$ cat config.mk
export PLATFORM = sky130hd
export DESIGN_NAME = mc_controller
export DESIGN_NICKNAME = d
export VERILOG_FILES = /design/src/rtl/mc_controller.sv
export SDC_FILE = /design/constraint.sdc
export NUM_CORES = 1
export LEC_CHECK = 0
export ABC_AREA = 1
export BUFFER_PORTS_ARGS = -buffer_cell sky130_fd_sc_hd__clkbuf_2
export CAP_MARGIN = 25
export CORE_MARGIN = 8
export CORE_UTILIZATION = 38
export CTS_CLUSTER_DIAMETER = 40
export DETAILED_ROUTE_END_ITERATION = 10
export GPL_ROUTABILITY_DRIVEN = 1
export PLACE_DENSITY = 0.82
export SETUP_SLACK_MARGIN = 0.2
export SYNTH_ARGS = -nofsm -noshare
export SYNTH_HDL_FRONTEND = slang
export SYNTH_SLANG_ARGS = --single-unit
export TNS_END_PERCENT = 5
$ cat constraint.sdc
create_clock -name clk -period 1.4 [get_ports clk]
set_input_delay 0.28 -clock clk [delete_from_list [all_inputs] [get_ports clk]]
set_output_delay 0.28 -clock clk [all_outputs]
set_load 0.05 [all_outputs]
$ cat src/rtl/mc_controller.sv
// Multicycle sequencing controller: main FSM, datapath select decode, NZCV flags and condition gating.
// Optional: define MC_COND_EXEC_EN for full ARM condition-code evaluation (otherwise every instruction executes).
module mc_controller (
  input  logic        clk,
  input  logic        reset,
  input  logic [31:0] Instr,
  input  logic [3:0]  ALUFlags,
  output logic        PCWrite,
  output logic        AdrSrc,
  output logic        MemWrite,
  output logic        IRWrite,
  output logic [1:0]  ResultSrc,
  output logic        ALUSrcA,
  output logic [1:0]  ALUSrcB,
  output logic [1:0]  ALUControl,
  output logic [1:0]  ImmSrc,
  output logic [1:0]  RegSrc,
  output logic        RegWrite,
  output logic [3:0]  Flags
);

  typedef enum logic [3:0] {
    FETCH, DECODE, MEMADR, MEMREAD, MEMWB, MEMWRITE,
    EXECUTER, EXECUTEI, ALUWB, BRANCH
  } state_t;

  state_t state, state_n;

  logic [3:0] cond;
  logic [1:0] op;
  logic [5:0] funct;
  logic       rd15;
  logic       cond_ok, cond_q;
  logic [1:0] alu_dec;
  logic       nowrite_dec, cv_upd, flag_ok, nowrite;
  logic       regw, memw, branch, aluop;

  assign cond  = Instr[31:28];
  assign op    = Instr[27:26];
  assign funct = Instr[25:20];
  assign rd15  = (Instr[15:12] == 4'hF);

  // ALU function decode; "other" codes execute as ADD but write neither Rd nor flags
  always_comb begin
    alu_dec     = 2'b00;
    nowrite_dec = 1'b0;
    cv_upd      = 1'b0;
    flag_ok     = 1'b1;
    case (funct[4:1])
      4'b0100: cv_upd = 1'b1;
      4'b0010: begin alu_dec = 2'b01; cv_upd = 1'b1; end
      4'b0000: alu_dec = 2'b10;
      4'b1100: alu_dec = 2'b11;
      4'b1010: begin alu_dec = 2'b01; cv_upd = 1'b1; nowrite_dec = 1'b1; end
      default: begin nowrite_dec = 1'b1; flag_ok = 1'b0; end
    endcase
  end

  // NoWrite only concerns data-processing; memory ops reuse Funct bits as P/U/B/W/L
  assign nowrite = (op == 2'b00) & nowrite_dec;

`ifdef MC_COND_EXEC_EN
  always_comb begin
    cond_ok = 1'b0;
    case (cond)
      4'b0000: cond_ok = Flags[2];
      4'b0001: cond_ok = ~Flags[2];
      4'b0010: cond_ok = Flags[1];
      4'b0011: cond_ok = ~Flags[1];
      4'b0100: cond_ok = Flags[3];
      4'b0101: cond_ok = ~Flags[3];
      4'b0110: cond_ok = Flags[0];
      4'b0111: cond_ok = ~Flags[0];
      4'b1000: cond_ok = Flags[1] & ~Flags[2];
      4'b1001: cond_ok = ~Flags[1] | Flags[2];
      4'b1010: cond_ok = (Flags[3] == Flags[0]);
      4'b1011: cond_ok = (Flags[3] != Flags[0]);
      4'b1100: cond_ok = ~Flags[2] & (Flags[3] == Flags[0]);
      4'b1101: cond_ok = Flags[2] | (Flags[3] != Flags[0]);
      4'b1110: cond_ok = 1'b1;
      default: cond_ok = 1'b0;
    endcase
  end
  logic unused_instr;
  assign unused_instr = ^{Instr[19:16], Instr[11:0]};
`else
  assign cond_ok = 1'b1;
  logic unused_instr;
  assign unused_instr = ^{cond, Instr[19:16], Instr[11:0]};
`endif

  always_ff @(posedge clk) begin
    if (reset) begin
      state  <= FETCH;
      Flags  <= '0;
      cond_q <= 1'b0;
    end else begin
      state <= state_n;
      if (state == DECODE)
        cond_q <= cond_ok;
      if ((state == EXECUTER || state == EXECUTEI) && cond_q && funct[0] && flag_ok) begin
        Flags[3:2] <= ALUFlags[3:2];
        if (cv_upd)
          Flags[1:0] <= ALUFlags[1:0];
      end
    end
  end

  always_comb begin
    state_n   = FETCH;
    AdrSrc    = 1'b0;
    IRWrite   = 1'b0;
    ResultSrc = 2'b00;
    ALUSrcA   = 1'b0;
    ALUSrcB   = 2'b00;
    regw      = 1'b0;
    memw      = 1'b0;
    branch    = 1'b0;
    aluop     = 1'b0;
    case (state)
      FETCH: begin
        state_n = DECODE; ALUSrcA = 1'b1; ALUSrcB = 2'b10; ResultSrc = 2'b10; IRWrite = 1'b1;
      end
      DECODE: begin
        ALUSrcA = 1'b1; ALUSrcB = 2'b10; ResultSrc = 2'b10;
        case (op)
          2'b01:   state_n = MEMADR;
          2'b00:   state_n = funct[5] ? EXECUTEI : EXECUTER;
          2'b10:   state_n = BRANCH;
          default: state_n = FETCH;
        endcase
      end
      MEMADR:   begin state_n = funct[0] ? MEMREAD : MEMWRITE; ALUSrcB = 2'b01; end
      MEMREAD:  begin state_n = MEMWB; AdrSrc = 1'b1; end
      MEMWB:    begin ResultSrc = 2'b01; regw = 1'b1; end
      MEMWRITE: begin AdrSrc = 1'b1; memw = 1'b1; end
      EXECUTER: begin state_n = ALUWB; aluop = 1'b1; end
      EXECUTEI: begin state_n = ALUWB; ALUSrcB = 2'b01; aluop = 1'b1; end
      ALUWB:    regw = 1'b1;
      BRANCH:   begin ALUSrcB = 2'b01; ResultSrc = 2'b10; branch = 1'b1; end
      default:  state_n = FETCH;
    endcase

    ALUControl = aluop ? alu_dec : 2'b00;
    ImmSrc     = op;
    RegSrc     = {op == 2'b01, op == 2'b10};
    RegWrite   = regw & cond_q & ~nowrite;
    MemWrite   = memw & cond_q;
    PCWrite    = (state == FETCH) | (branch & cond_q)
               | ((state == ALUWB) & rd15 & cond_q & ~nowrite)
               | ((state == MEMWB) & rd15 & cond_q);

    // Reset can arrive in any state: suppress all writes and present fetch selects
    if (reset) begin
      PCWrite    = 1'b0;
      IRWrite    = 1'b0;
      MemWrite   = 1'b0;
      RegWrite   = 1'b0;
      AdrSrc     = 1'b0;
      ResultSrc  = 2'b10;
      ALUSrcA    = 1'b1;
      ALUSrcB    = 2'b10;
      ALUControl = 2'b00;
    end
  end

endmodule
==> results.sh <==
export IMPL_dpl_cell_area_um2=1290
export IMPL_ys_ff_latch=9
export IMPL_hpwlAfterDp_mm=2.08
export IMPL_register_area_um2=189
export IMPL_hold_path_class="primary input to flip-flop"
export IMPL_n_antenna_cell=0
export IMPL_path_max_fanout=3
export IMPL_hold_viol_final=0
export IMPL_via_per_inst=4.93
export IMPL_wl_mm=3.02
export IMPL_finalCritPeriodShare=1.23
export IMPL_fillers=138
export IMPL_setup_slack_ns=-0.321
export IMPL_grt_pass1_vias=987
export IMPL_antenna_left=0
export IMPL_max_freq_ghz=0.581
export IMPL_grt_ovfl_total=0
export IMPL_fp_coreArea_um2=1880
export IMPL_tns_ns=-2.64
export IMPL_globalplace_congestion=0.860
export IMPL_gr_usage_all_layers=0.158
export IMPL_final_layout_size_suffix_gt1_frac=0.578
export IMPL_finalInstanceArea_um2=1450
export IMPL_syn2layout_area_growth_pct=97.6
export IMPL_dp_cells=206
export IMPL_slew_viol_final=0
export IMPL_drt_first_pass_iters=4
export IMPL_h_tree_depth=1
export IMPL_yosysTopAreaCell="dfxtp_1"
export IMPL_ys_seq_area_frac=0.245
export IMPL_grt_pass1_wl_mm=4.27
export IMPL_status="finished, violations left"
export IMPL_synth_cells=128
export IMPL_wl_per_cell_um=14.3
export IMPL_drc=0
export IMPL_syn_num_nets=166
export IMPL_die_w_um=60.0
export IMPL_pin_count=58
export IMPL_drtIter0Drc=31
export IMPL_synth_area_leaders="dfxtp_1, nand2_1, nor2_1"
export IMPL_synth_area_um2=734
export IMPL_rows=16
export IMPL_clk_latency_ns=0.27
export IMPL_cp_data_arrival_time_ns=1.44
export IMPL_finalSetupViolations=12
export IMPL_violations="negative setup slack"
export IMPL_cp_slowest_cell="dfxtp_4"
export IMPL_cts_sinks=9
export IMPL_root_buffer="clkbuf_4"
export IMPL_critPathLaunchType="flip-flop"
export IMPL_cts_tree="yes"
export IMPL_slowest_delay_ns=0.36
export IMPL_criticalPathCategory="flip-flop to output pin"
export IMPL_antenna_found_initial=0
export IMPL_die_h_um=60.0
export IMPL_ir_worst_vdd_mv=0.655
export IMPL_cp_common_cell="nand2_2"
export IMPL_total_power_mw=0.928
export IMPL_die_area_um2=3600
export IMPL_rsz0062_at_grt="yes"
export IMPL_synth_cell_types=23
export IMPL_hold_slack_ns=0.232
export IMPL_final_cells=212
export IMPL_cp_cell_sequence="inv_1, nor2_2, buf_4, nand2_2, nand2_2, o21ai_2, inv_2, buf_12"
export IMPL_start_util=0.390
export IMPL_port_buffer_count=37
export IMPL_worstSetupEndpointType="output pin"
export IMPL_fin_skew_ns=0.00347
export IMPL_worst_pin_slew_ns=0.295
export IMPL_via_count=1046
export IMPL_syn_area_per_cell_um2=5.74
export IMPL_min_path_cells=2
export IMPL_yosys_area_top_type_share=0.245
export IMPL_power_density_nw_per_um2=639
export IMPL_required_ns=1.12
export IMPL_maxCapViolCount=0
export IMPL_leakagePower_nw=0.726
export IMPL_layout_min_cycle_time_ns=1.72
export IMPL_worstRegToRegCells=9
export IMPL_cts_buffers_inserted=3
export IMPL_multi_input_area_um2=589
export IMPL_fin_nets=224
export IMPL_grt_max_degree=9
export IMPL_slew_headroom=0.802
export IMPL_clk_pin_slew_ns=0.07
export IMPL_cts_buffer_depth=2
export IMPL_yosys_warnings=0
==> flip-flops by register name, indices dropped and copies added (netlist names) <==
register / flops
Flags: 4
cond_q: 1
state: 4
==> power by group <==
group	internal (mW)	switching (mW)	leakage, nW
combinational	0.176	0.260	0.632
clock	0.106	0.0990	0.0177
sequential	0.269	0.0184	0.0754
==> Yosys cell counts, drive strengths merged <==
| master | instances |
|---|---|
| clkinv | 1 |
| nand2 | 38 |
| o21ai | 2 |
| nor3 | 3 |
| a31oi | 1 |
| a21oi | 5 |
| dfxtp | 9 |
| and3 | 1 |
| a211oi | 1 |
| nand4 | 2 |
| nor2 | 27 |
| o211ai | 2 |
| nand3 | 13 |
| buf | 2 |
| inv | 20 |
| clkbuf | 1 |
==> cells in the final DEF, fill, tap and decap left out, drive strengths merged <==
master    count
nand2        38
buf          32
clkbuf       27
nor2         27
inv          18
nand3        13
dfxtp         9
a21oi         5
nor3          3
clkinvlp      2
o211ai        2
nand4         2
clkinv        2
o21ai         2
and3          1
a31oi         1
a211oi        1
==> through the flow <==
stage	utilization	worst slack, ns
4_1_cts	0.731	-0.287
6_report	0.771	-0.321
2_1_floorplan	-	0.00692
5_1_grt	0.771	-0.413
3_3_place_gp	0.685	-0.0109
3_5_place_dp	0.685	-0.0674
==> cell type report <==
cell class,count,area share
inverters,21,0.0629
flip-flops and latches,9,0.130
repair buffers,56,0.359
multi-input cells,95,0.406
clock inverters,1,0.00345
well taps,27,0.0233
clock buffers,3,0.0155
==> critical path, delay by kind of cell, from the launching register on <==
family / cells / cell delay (ns)
buffers and inverters: 4 / 0.44
DFF: 1 / 0.36
and+or+nand+nor: 3 / 0.22
AOI/OAI and AO/OA: 1 / 0.16
==> path summary, 6_finish.rpt <==
kind             from          to  slack (ns)
min             reset    Flags[1]        0.23
max          state[3]  ALUSrcB[0]       -0.32
min reg2reg  Flags[1]    Flags[1]        0.46
max reg2reg  state[2]    Flags[2]        0.05
==> layer usage <==
metal  GRT usage  share of wire  wire length, µm
met1       0.147           0.36             1080
met2       0.303           0.56             1690
met3      0.0581          0.067              203
met4      0.0544          0.017               51
met5           0              0                0
==> repair_timing <==
action / CTS / global route
setup endpoints to repair: 20 / 21
gates resized for setup: 17 / 20
hold buffers: 0 / 0
pin swaps: 8 / 14
setup buffers: 0 / 2
hold endpoints to repair: 0 / 0
==> cells by family after synthesis <==
family | share of synthesized area
AOI/OAI and AO/OA | 0.0869
DFF | 0.245
and+or+nand+nor | 0.535
buffers and inverters | 0.133
Power figures use the tool's default switching activity.
